### src/rtl/tx_frame_pkg.sv
// tx_frame_pkg: shared FSM state type and frame-width helper for tx_frame_ctrl.
// Parity support is selected at compile time with TX_PARITY_EN.
package tx_frame_pkg;
    typedef enum logic [1:0] {IDLE, LOAD, SEND} state_e;
`ifdef TX_PARITY_EN
    localparam bit PARITY_EN = 1'b1;
`else
    localparam bit PARITY_EN = 1'b0;
`endif
    function automatic int frame_bits(input int data_bits, input bit parity);
        return data_bits + (parity ? 3 : 2);
    endfunction
endpackage

### src/rtl/tx_fifo.sv
// tx_fifo: synchronous FIFO with wrap-bit pointers; rdata always shows the head entry.
module tx_fifo #(
    parameter int WIDTH = 8,
    parameter int DEPTH = 4
) (
    input  logic             clk,
    input  logic             rst,
    input  logic             push,
    input  logic             pop,
    input  logic [WIDTH-1:0] wdata,
    output logic [WIDTH-1:0] rdata,
    output logic             full,
    output logic             empty
);
    localparam int AW = $clog2(DEPTH);
    logic [AW:0] wr_q, wr_d, rd_q, rd_d;
    logic [WIDTH-1:0] mem_q [DEPTH];
    logic [WIDTH-1:0] mem_d [DEPTH];
    logic do_push, do_pop;
    assign full  = (wr_q[AW] != rd_q[AW]) && (wr_q[AW-1:0] == rd_q[AW-1:0]);
    assign empty = wr_q == rd_q;
    assign rdata = mem_q[rd_q[AW-1:0]];
    always_comb begin
        do_push = push && !full;
        do_pop  = pop && !empty;
        wr_d    = do_push ? wr_q + {{AW{1'b0}}, 1'b1} : wr_q;
        rd_d    = do_pop ? rd_q + {{AW{1'b0}}, 1'b1} : rd_q;
        mem_d   = mem_q;
        if (do_push) mem_d[wr_q[AW-1:0]] = wdata;
    end
    always_ff @(posedge clk or posedge rst) begin
        if (rst) begin
            wr_q <= '0;
            rd_q <= '0;
        end else begin
            wr_q <= wr_d;
            rd_q <= rd_d;
        end
    end
    always_ff @(posedge clk) mem_q <= mem_d;
endmodule

### src/rtl/tx_frame_ctrl.sv
// tx_frame_ctrl: queues words and sequences a start/data/(parity)/stop frame into a
// downstream MSB-first shift register. Define TX_PARITY_EN for an even-parity bit.
module tx_frame_ctrl import tx_frame_pkg::*; #(
    parameter int DATA_BITS    = 8,
    parameter int CLKS_PER_BIT = 4,
    parameter int FIFO_DEPTH   = 4,
    localparam int FRAME_BITS  = frame_bits(DATA_BITS, PARITY_EN)
) (
    input  logic                  clk,
    input  logic                  rst,
    input  logic [DATA_BITS-1:0]  tx_data,
    input  logic                  tx_valid,
    output logic                  tx_ready,
    output logic [FRAME_BITS-1:0] parallel_out,
    output logic                  load_enable,
    output logic                  shift_enable,
    output logic                  busy,
    output logic                  frame_done
);
    localparam int CW = $clog2(CLKS_PER_BIT);
    localparam int BW = $clog2(FRAME_BITS);
    localparam logic [CW-1:0] CLK_LAST = CW'(CLKS_PER_BIT - 1);
    localparam logic [BW-1:0] BIT_LAST = BW'(FRAME_BITS - 1);
    state_e state_q, state_d;
    logic [CW-1:0] clk_cnt_q, clk_cnt_d;
    logic [BW-1:0] bit_cnt_q, bit_cnt_d;
    logic [DATA_BITS-1:0] head;
    logic [FRAME_BITS-1:0] frame;
    logic full, empty, pop;
    tx_fifo #(.WIDTH(DATA_BITS), .DEPTH(FIFO_DEPTH)) u_fifo (
        .clk   (clk),
        .rst   (rst),
        .push  (tx_valid),
        .pop   (pop),
        .wdata (tx_data),
        .rdata (head),
        .full  (full),
        .empty (empty)
    );
    assign tx_ready     = !full;
    assign busy         = state_q != IDLE;
    assign parallel_out = empty ? '1 : frame;
    // Start bit at the MSB, data LSB-first behind it, stop bit at bit 0.
    always_comb begin
        frame = '1;
        frame[FRAME_BITS-1] = 1'b0;
        for (int k = 0; k < DATA_BITS; k++) frame[FRAME_BITS-2-k] = head[k];
`ifdef TX_PARITY_EN
        frame[1] = ^head;
`endif
    end
    always_comb begin
        state_d      = state_q;
        clk_cnt_d    = clk_cnt_q;
        bit_cnt_d    = bit_cnt_q;
        load_enable  = 1'b0;
        shift_enable = 1'b0;
        frame_done   = 1'b0;
        pop          = 1'b0;
        case (state_q)
            IDLE: state_d = empty ? IDLE : LOAD;
            LOAD: begin
                load_enable = 1'b1;
                pop         = 1'b1;
                clk_cnt_d   = '0;
                bit_cnt_d   = '0;
                state_d     = SEND;
            end
            SEND: begin
                clk_cnt_d = clk_cnt_q + CW'(1);
                if (clk_cnt_q == CLK_LAST) begin
                    clk_cnt_d = '0;
                    if (bit_cnt_q < BIT_LAST) begin
                        shift_enable = 1'b1;
                        bit_cnt_d    = bit_cnt_q + BW'(1);
                    end else begin
                        // Stop bit stays on the line; the shift register holds it while idle.
                        frame_done = 1'b1;
                        bit_cnt_d  = '0;
                        state_d    = empty ? IDLE : LOAD;
                    end
                end
            end
            default: state_d = IDLE;
        endcase
    end
    always_ff @(posedge clk or posedge rst) begin
        if (rst) begin
            state_q   <= IDLE;
            clk_cnt_q <= '0;
            bit_cnt_q <= '0;
        end else begin
            state_q   <= state_d;
            clk_cnt_q <= clk_cnt_d;
            bit_cnt_q <= bit_cnt_d;
        end
    end
endmodule

### config.mk
export PLATFORM = sky130hd
export DESIGN_NAME = tx_frame_ctrl
export DESIGN_NICKNAME = d
export VERILOG_FILES = /design/src/rtl/tx_frame_pkg.sv /design/src/rtl/tx_fifo.sv /design/src/rtl/tx_frame_ctrl.sv
export SDC_FILE = /design/constraint.sdc
export NUM_CORES = 1
export LEC_CHECK = 0
export ABC_CLOCK_PERIOD_IN_PS = 2100
export CORE_ASPECT_RATIO = 0.5
export CORE_UTILIZATION = 55
export CTS_BUF_LIST = sky130_fd_sc_hd__clkbuf_8
export DETAILED_ROUTE_END_ITERATION = 8
export MAX_ROUTING_LAYER = met4
export PLACE_DENSITY = 0.79
export SLEW_MARGIN = 20
export SYNTH_ARGS = -nofsm -noshare
export SYNTH_HDL_FRONTEND = slang
export SYNTH_SLANG_ARGS = --single-unit
### constraint.sdc
create_clock -name clk -period 2.1 [get_ports clk]
set_input_delay 0.42 -clock clk [delete_from_list [all_inputs] [get_ports clk]]
set_output_delay 0.42 -clock clk [all_outputs]
set_load 0.02 [all_outputs]
Word-level counts from Yosys, hierarchy flattened. Index checks and enable logic that the tools add are counted.

$add $sub $neg: 4. Magnitude comparators: 4. Equal/unequal tests: 8. Multiplexer cells: 23. Bitwise logic cells: 2. Reduce and logical (&&, ||, !) cells: 11.

Operators by type and width (number): $bwmux W32 (1); $mux W8 (3); $bmux W8 S2 (1); $demux W8 S2 (1); $mux W10 (1); $mux W1 (8); $mux W4 (2); $pmux W4 S2 (1); $add A3 B1 Y3 const B (2); $ge A3 B3 Y1 const B (2); $mux W2 (3); $not A2 Y3 (2); $pmux W2 S3 (1); $add A4 B1 Y4 const B (1); $eq A2 B2 Y1 const B (2); $logic_and A1 B1 Y1 (4); $lt A4 B4 Y1 const B (1); $ne A2 B2 Y1 const B (2); $pmux W2 S2 (1); $reduce_and A2 Y1 (2); $reduce_bool A2 Y1 (2); $eq A3 B3 Y1 (1); $lt A3 B1 Y1 const B (1); $add A2 B1 Y2 const B (1); other kinds (5) (6).

Register bits after elaboration: 46. Bits of input ports: 11. Output and inout bits: 15. Word-level logic and storage cells: 61.

Longest topological paths before layout.
Word-level depth: 6. Gate-level depth with buffers: 6. Gate-level depth less buffers: 5.

By module. From an unflattened synthesis, not the netlist that was laid out.

Cell total of the unflattened synthesis: 155. Area total of the unflattened synthesis: 2265.9 um2.

Modules (own cells, without submodules): tx_fifo (instances 1, cells an instance 91, area each 1670.4 um2, seq. area each 1111.1 um2); tx_frame_ctrl (instances 1, cells an instance 64, area each 595.6 um2, seq. area each 200.2 um2).

Least setup slack after synthesis. No wires, ideal clock.

Kind: register -> output. From: reg u_fifo.rd_q[0]. To: out parallel_out[1]. Arrival: 1.376 ns. Required time: 1.680 ns. Slack: 0.304 ns. Stages on the path, launching flop included: 4. Buffers on the path: 1. Path through: dfrtp_1 -> buf_6 -> mux4_1 -> or2_2.

Word-level cells in the longest chain between the ends: 5.

Ends and longest elaborated chain: start: declaration (RTL line tx_fifo.sv:16) `logic [AW:0] wr_q, wr_d, rd_q, rd_d;`; start signal: assignment (RTL line tx_fifo.sv:37) `rd_q <= rd_d;`; $not A2 Y3 (not written as such) (RTL line tx_fifo.sv:22) `assign rdata = mem_q[rd_q[AW-1:0]];`; $bmux W8 S2 (RTL line tx_fifo.sv:22); $mux W8 (not written as such) (2 in series) (RTL line tx_fifo.sv:22); $mux W10 (*) (RTL line tx_frame_ctrl.sv:42) `assign parallel_out = empty ? '1 : frame;`; end: declaration (RTL line tx_frame_ctrl.sv:14) `output logic [FRAME_BITS-1:0] parallel_out,`.

Mark *: on every way between the ends. The rest lies on a longest branch, timed or not. The select of a mux whose other input is x is not followed.

Worst setup path in the final report.
From: reg u_fifo.rd_q[0]. To: out parallel_out[8].

Same word-level chain as after synthesis.

==> impl_metrics.tcl <==
set metrics [dict create \
    regArea_um2 1310 \
    slew_violations 0 \
    mostFrequentLayoutCell "edfxtp_1" \
    syn2layout_area_growth_pct 23.5 \
    row_count 16 \
    synth-main-ff-cell "edfxtp_1" \
    ff2ff_path_depth 6 \
    drt_iter0_drc 59 \
    remaining_drc_errors 0 \
    grt_setup_unrepaired "true" \
    grt_pass1_wl_mm 6.27 \
    rr_endpoint "u_fifo.mem_q[6]$_DFFE_PP_" \
    synth_top_area_share 0.422 \
    finalCriticalPeriod_ps 2180 \
    syn-num-nets 168 \
    clkLatencyLatePin_ps 310 \
    htree_levels 2 \
    synth_seq_cells 46 \
    path_class "reg2out" \
    ant_nets 0 \
    most-common-layout-cells "32 x edfxtp_1, 17 x buf_4, 14 x dfrtp_1" \
    fmax_ghz 0.458 \
    multi_input_area_um2 873 \
    final_core_util 0.716 \
    worst_pin_slew_ps 624 \
    synth-seq-area-share 0.576 \
    syn_inst 145 \
    synth_cell_type_count 40 \
    cts_root_buf "clkbuf_8" \
    cts_max_path_buffers 2 \
    cts_buffers 5 \
    cp.required_ps 1680 \
    fill_cells 264 \
    ir_drop_mv 0.850 \
    firstDrtPassIters 4 \
    layout-drive-gt1-share 0.372 \
    fin_setup_tns_ps -502 \
    cts.sinks 46 \
    cap_violations 0 \
    violations "negative setup slack" \
    hpwl_mm 2.94 \
    slew_headroom 0.584 \
    r2r-start "u_fifo.rd_q[0]$_DFFE_PP0P_" \
    core-area_um2 3920 \
    port_buffers 24 \
    die_area_um2 4410 \
    worst_setup_path_start_kind "flop" \
    antenna_found_initial 0 \
    fin_skew_ps 7.75 \
    die_w_um 93.0 \
    grt_pass1_vias 1258 \
    track_usage 0.216 \
    yosysTopAreaCell "edfxtp_1" \
    cts_hold_buf 0 \
    hold_viol 0 \
    routed_wl_mm 4.24 \
    power_density_nw_per_um2 1640 \
    grt_max_degree 17 \
    hp-class "in2async" \
    fin_nets 213 \
    critical_path.max_fanout 8 \
    cts_tree "built" \
    setup_viol 8 \
    ys.warnings.count 0 \
    async_flop_share 0.304 \
    viasPerCell 5.21 \
    floorplan.initialDensity 0.580 \
    hold_ws_ps 490 \
    leakage_nw 1.14 \
    die_y_um 47.5 \
    synth-edff-count 32 \
    crit_path_end_kind "primary output" \
    synthTopCellsByArea "edfxtp_1 42%, dfrtp_1 15%, mux4_1 9.2%" \
    avgSynthCellArea_um2 15.7 \
    overflow 0 \
    routedWlPerCell_um 17.3 \
    vias 1276 \
    rrSetupSlack_ps 130 \
    diodes 0 \
    fin_crit_sh 1.04 \
    place.gp.congestion 0.726 \
    synth_area_um2 2270 \
    clk_pin_slew_ps 90 \
    io_pins 26 \
    outcome "finished with violations" \
    layout_setup_ws_ps -83.4 \
    crit_arrival_ps 1760 \
]
worst max-delay path by stage:
stage / from / to / slack [ps] / cells after the start
2_1_floorplan: u_fifo.rd_q[0]$_DFFE_PP0P_ / parallel_out[1] / 300 / 3
3_3_place_gp: u_fifo.rd_q[0]$_DFFE_PP0P_ / parallel_out[6] / -200 / 4
3_5_place_dp: u_fifo.rd_q[0]$_DFFE_PP0P_ / parallel_out[7] / -260 / 4
4_1_cts: u_fifo.rd_q[0]$_DFFE_PP0P_ / parallel_out[8] / -90 / 4
5_1_grt: u_fifo.rd_q[0]$_DFFE_PP0P_ / parallel_out[8] / -140 / 4
6_report: u_fifo.rd_q[0]$_DFFE_PP0P_ / parallel_out[8] / -80 / 4
final cells by class:
cell class / count / area share
flip-flops and latches: 46 / 0.467
multi-input cells: 81 / 0.311
repair buffers: 44 / 0.149
clock buffers: 5 / 0.0245
well taps: 54 / 0.0241
inverters: 12 / 0.0160
clock inverters: 3 / 0.00891
cells in the mapped netlist, drive strengths merged (2+ instances only):
cell    number
nand3        2
nor2         2
mux2         4
dfrtp       14
o311ai       3
nor2b        4
nand2        4
inv         12
ha          12
or2          8
xnor2        6
a21oi        2
and2         3
a31oi        2
edfxtp      32
o21ai        2
nand2b       2
xor2         3
mux4         8
buf          5
per-stage QoR:
step           setup slack, ps  instances  power, mW  instance area [µm²]
2_1_floorplan              304        145       2.81                 2270
3_3_place_gp              -204        235       3.67                 2680
3_5_place_dp              -263        235       3.78                 2680
4_1_cts                  -91.1        244       4.61                 2800
5_1_grt                   -140        245       4.86                 2810
6_report                 -83.4        245       4.60                 2810
power by group:
part	internal [mW]	switching (mW)	total (mW)
registers	1.23	0.142	1.38
logic	1.42	1.24	2.66
clock network	0.240	0.324	0.564
total	2.89	1.71	4.60
routing by layer:
layer  GRT usage  routed length [µm]  up-vias
met2       0.375                2130       30
met5           -                   0        -
li1            -                   -      620
met3      0.0524                 135       13
met1       0.248                1850      613
met4       0.108                 126        0
timing repair:
item / in CTS / in global routing
hold endpoints to repair: 0 / 0
endpoints found under the setup margin: 13 / 12
pin swaps: 1 / 1
setup buffers: 1 / 1
resized for setup: 79 / 7
registers in the layout (all words and copies together), names as in the netlist:
name          cells
u_fifo.rd_q       3
state_q           2
clk_cnt_q         2
u_fifo.wr_q       3
u_fifo.mem_q     32
bit_cnt_q         4
cell families (layout without fill, tap and decap cells):
kind of cell               after synthesis  after routing  synth area share
buffers and inverters                   18             64            0.0401
adders and majority gates               12             12            0.0660
xor gates and xnor gates                 9              9            0.0512
and+or+nand+nor                         31             31            0.0858
AOI/OAI and AO/OA                       16             16            0.0649
muxes                                   12             12             0.114
DFF                                     46             46             0.576
other                                    1              1           0.00165
worst max-delay path, stage by stage, from the launching register on:
cell,delay [ps]
dfrtp_1,420
buf_12,160
mux4_2,510
or2_4,240
buf_6,130
(Power assumes the default switching activity.)
==> variant 1 (same settings) <==
Re-encode `state_e` (3 states) as one-hot, 3 bits wide.
--- a/src/rtl/tx_frame_pkg.sv
+++ b/src/rtl/tx_frame_pkg.sv
@@ -3,3 +3,3 @@
 package tx_frame_pkg;
-    typedef enum logic [1:0] {IDLE, LOAD, SEND} state_e;
+    typedef enum logic [2:0] {IDLE = 3'b001, LOAD = 3'b010, SEND = 3'b100} state_e;
 `ifdef TX_PARITY_EN
Function: no difference found for any inputs over 10 cycles, from zero or initial values and one cycle with rst high; not proved beyond that.
==> variant 1 against the original RTL <==
- the run still ends with setup timing left
- final area fell by 2.2%
- count of clock-buffer cells in the layout is the same
- worst setup slack worse by 0.0063 ns
- synthesized cell count up 0.69%
- synthesized area decreased by 3.7%
- routed wire length fell by 12%
- die area decreased by 3.6%
- combinational power shrank 15%
- non-clock buffer count increased by 9
- sequential cell count is 1 higher
- total power fell by 8.2%
- clock skew is 0.0029 ns lower
- largest cell class unchanged
==> variant 1: results <==
group,metric,value,unit
power_and_ir_drop,p_sw,1.555,mW
logic_synthesis,synthTopCellsByCount,"edfxtp_1 (32), dfrtp_1 (14), inv_1 (9), ha_1 (8), mux4_2 (8)",
global_routing,grt_max_degree,16,
logic_synthesis,synth_xor_area_share,3.826,%
sta,slew_headroom,59.93,%
route,wl_per_cell,14.87,µm
power_and_ir_drop,combPwrFrac,53.8,%
critical_path,critPathMaxStageDelay,0.47,ns
route,drt_iter0_markers,41,
route,routed-via-count,1306,
sta,setup_viol,8,
final_layout,nNetsFinal,219,
power_and_ir_drop,peakVddDrop,0.6456,mV
sta,hold_ws,0.4866,ns
logic_synthesis,async_reset_ff_share,31.91,%
logic_synthesis,synth.area.top_cells,"edfxtp_1 (44%), dfrtp_1 (16%), mux4_2 (8.2%), ha_1 (4.6%), or2_1 (2.0%)",
global_routing,grt_pass1_wl,5809,µm
global_routing,grt_use_total,20.02,%
logic_synthesis,synthDistinctLibCells,38,
critical_path,r2r_end,"u_fifo.mem_q[5]",
run_status,status,"finished, violations left",
logic_synthesis,syn-num-nets,165,
sta,setup_ws,-0.08977,ns
logic_synthesis,synth_compound_area_share,5.483,%
placed_design,place_inst,238,
clock_network,worstSkewPairLatency,0.29,ns
power_and_ir_drop,p_leak,1.156,nW
run_status,failed_checks,"setup timing",
variant 1: changes by cell type after synthesis, moves of 3 or more:
cell,before,now
inv_1,12,9
and2_1,0,4
or2_2,8,1
nor3_1,0,4
and2_2,3,0
xnor2_1,6,2
mux2_2,3,0
ha_1,12,8
o21ai_0,2,5
mux4_2,0,8
or2_1,0,7
mux4_1,8,0
nand2_1,4,7
variant 1: layer usage:
metal | vias up | track usage [%] | wire, µm
met3 | 8 | 5.611 | 150
li1 | 627 | - | -
met5 | - | - | 0
met1 | 644 | 23.54 | 1667
met2 | 27 | 34.09 | 1878
met4 | 0 | 7.937 | 50
variant 1: final cells by class:
type / instances / area (µm²) / share of cell area (%)
clock inverter: 3 / 21.27 / 0.7745
tap: 51 / 63.81 / 2.323
multi-input combinational: 84 / 769.5 / 28.02
sequential: 47 / 1338 / 48.70
clock buffer: 5 / 68.82 / 2.506
inverter: 9 / 33.78 / 1.230
timing repair buffer: 53 / 451.7 / 16.45
variant 1: worst max-delay path by stage:
stage                               from               to  slack [ns]  cells after the start
after floorplan           u_fifo.rd_q[0]  parallel_out[1]        0.34                      3
after global placement    u_fifo.rd_q[0]  parallel_out[8]       -0.11                      4
after detailed placement  u_fifo.rd_q[0]  parallel_out[2]       -0.10                      4
after CTS                 u_fifo.rd_q[0]  parallel_out[8]       -0.15                      4
after global routing      u_fifo.rd_q[0]  parallel_out[6]       -0.17                      5
final                     u_fifo.rd_q[0]  parallel_out[6]       -0.09                      5
variant 1: what timing repair did:
item	in CTS	in global routing
setup buffers	0	6
endpoints found under the setup margin	13	12
pin swaps	1	1
gates resized for setup	39	16
==> variant 2 (same flow settings) <==
Made on the original files. Set the parameter `CLKS_PER_BIT` to 8 (it was 4).
--- a/src/rtl/tx_frame_ctrl.sv
+++ b/src/rtl/tx_frame_ctrl.sv
@@ -4,3 +4,3 @@
     parameter int DATA_BITS    = 8,
-    parameter int CLKS_PER_BIT = 4,
+    parameter int CLKS_PER_BIT = 8,
     parameter int FIFO_DEPTH   = 4,
Behaviour: not the same (Yosys sat finds a counterexample within 10 cycles, from zero or initial values and one cycle with rst high).
==> variant 2 against the original RTL <==
- the run still ends with setup timing left
- critical path type unchanged
- largest cell class unchanged
- combinational power fell by 7%
- worst setup slack got worse by 0.012 ns
- routed wire length up 0.94%
- total power down 5.3%
- sequential cell count is 1 higher
- core utilization grew 4.9 points
- final area is 0.80% lower
- via count increased by 7.8%
- synthesized area decreased by 2.0%
==> variant 2: results <==
group,metric,value,unit
run_status,status,"finished, violations left",
run_status,failed_checks,"setup timing",
logic_synthesis,async_reset_ff_share,31.91,%
logic_synthesis,synth.area.top_cells,"edfxtp_1 (43%), dfrtp_1 (17%), mux4_1 (9.4%), ha_1 (7.9%), or2_1 (2.2%)",
clock_network,cts_buffer_depth,2,
sta,finalSetupTns,-0.6005,ns
critical_path,r2r_cells,7,
logic_synthesis,synth_xor_area_share,3.086,%
critical_path,cp-start-kind,"flop",
logic_synthesis,synthTopCellsByCount,"edfxtp_1 (32), dfrtp_1 (15), ha_1 (14), inv_1 (11), nand2_1 (9)",
critical_path,path_delay_family,"simple AND/OR/NAND/NOR gates",
sta,slew_headroom,61.31,%
logic_synthesis,ys_seq_area_share,59.93,%
sta,hold_ws,0.4749,ns
route,first_pass_iters,4,
global_routing,gr-usage-met2,40.30,%
placed_design,gp_congestion,0.7890,
power_and_ir_drop,p_leak,1.144,nW
sta,setup_viol,8,
route,wl_met2,2138,µm
power_and_ir_drop,power_frac_seq,31.5,%
route,routed.top_layer,"met4",
critical_path,crit_path_end,"parallel_out[4]",
power_and_ir_drop,p_clk,0.507,mW
logic_synthesis,synthDistinctLibCells,37,
route,routedLengthMet1,1907,µm
power_and_ir_drop,swShare,36.62,%
placed_design,place_hpwl,2723,µm
final_layout,drive_above_1_share,28.08,%
critical_path,r2r_setup_slack,0.10,ns
critical_path,r2r_end,"u_fifo.mem_q[22]",
logic_synthesis,synth_fa_ha_area_share,7.856,%
sta,setup_ws,-0.09565,ns
route,wl_per_cell,16.85,µm
global_routing,met3_usage,5.340,%
critical_path,cp.arrival,1.78,ns
critical_path,critPathMaxStageDelay,0.46,ns
critical_path,path_max_fanout,5,
power_and_ir_drop,peakVddDrop,0.8137,mV
global_routing,grt_pass1_wl,6803,µm
logic_synthesis,syn-num-nets,180,
final_layout,biggestRegsByFlops,"u_fifo.mem_q x32, bit_cnt_q x4",
placed_design,io_buffers,24,
global_routing,grt_max_degree,16,
global_routing,use_met1,28.02,%
clock_network,worstSkewPairLatency,0.29,ns
route,wl_met3,134,µm
logic_synthesis,muxShareOfSynthArea,10.10,%
route,routed-via-count,1375,
global_routing,grt_use_total,23.50,%
route,drt_iter0_markers,46,
global_routing,grt_pass1_vias,1306,
critical_path,cpMaxStageDelayCell,"dfrtp_2",
final_layout,fill_cells,223,
sta,skew,0.01147,ns
logic_synthesis,synth_compound_area_share,5.219,%
final_layout,nNetsFinal,227,
variant 2: what timing repair did:
item,CTS,global route
setup buffers,2,0
cloned,1,0
pin swaps,7,3
hold buffers,0,0
endpoints found under the setup margin,12,13
resized for setup,70,9
variant 2: cell type report:
class	instances	area [µm²]	share of cell area, %
Clock buffer	5	68.82	2.470
Clock inverter	3	15.01	0.5388
Inverter	13	50.05	1.796
Multi-Input combinational cell	88	779.5	27.97
Sequential cell	47	1338	48.00
Tap cell	51	63.81	2.290
Timing Repair Buffer	47	471.7	16.93
variant 2: metrics by stage:
stage | util, % | setup WS [ns] | instance area (µm²) | total power, mW | std cells
floorplan | - | 0.3452 | 2230 | 2.602 | 155
global placement | 73.47 | -0.1192 | 2675 | 3.501 | 243
detailed placement | 73.47 | -0.1881 | 2675 | 3.579 | 243
CTS | 76.60 | -0.1063 | 2789 | 4.338 | 254
global route | 76.53 | -0.1274 | 2786 | 4.587 | 254
finish | 76.53 | -0.09565 | 2786 | 4.359 | 254
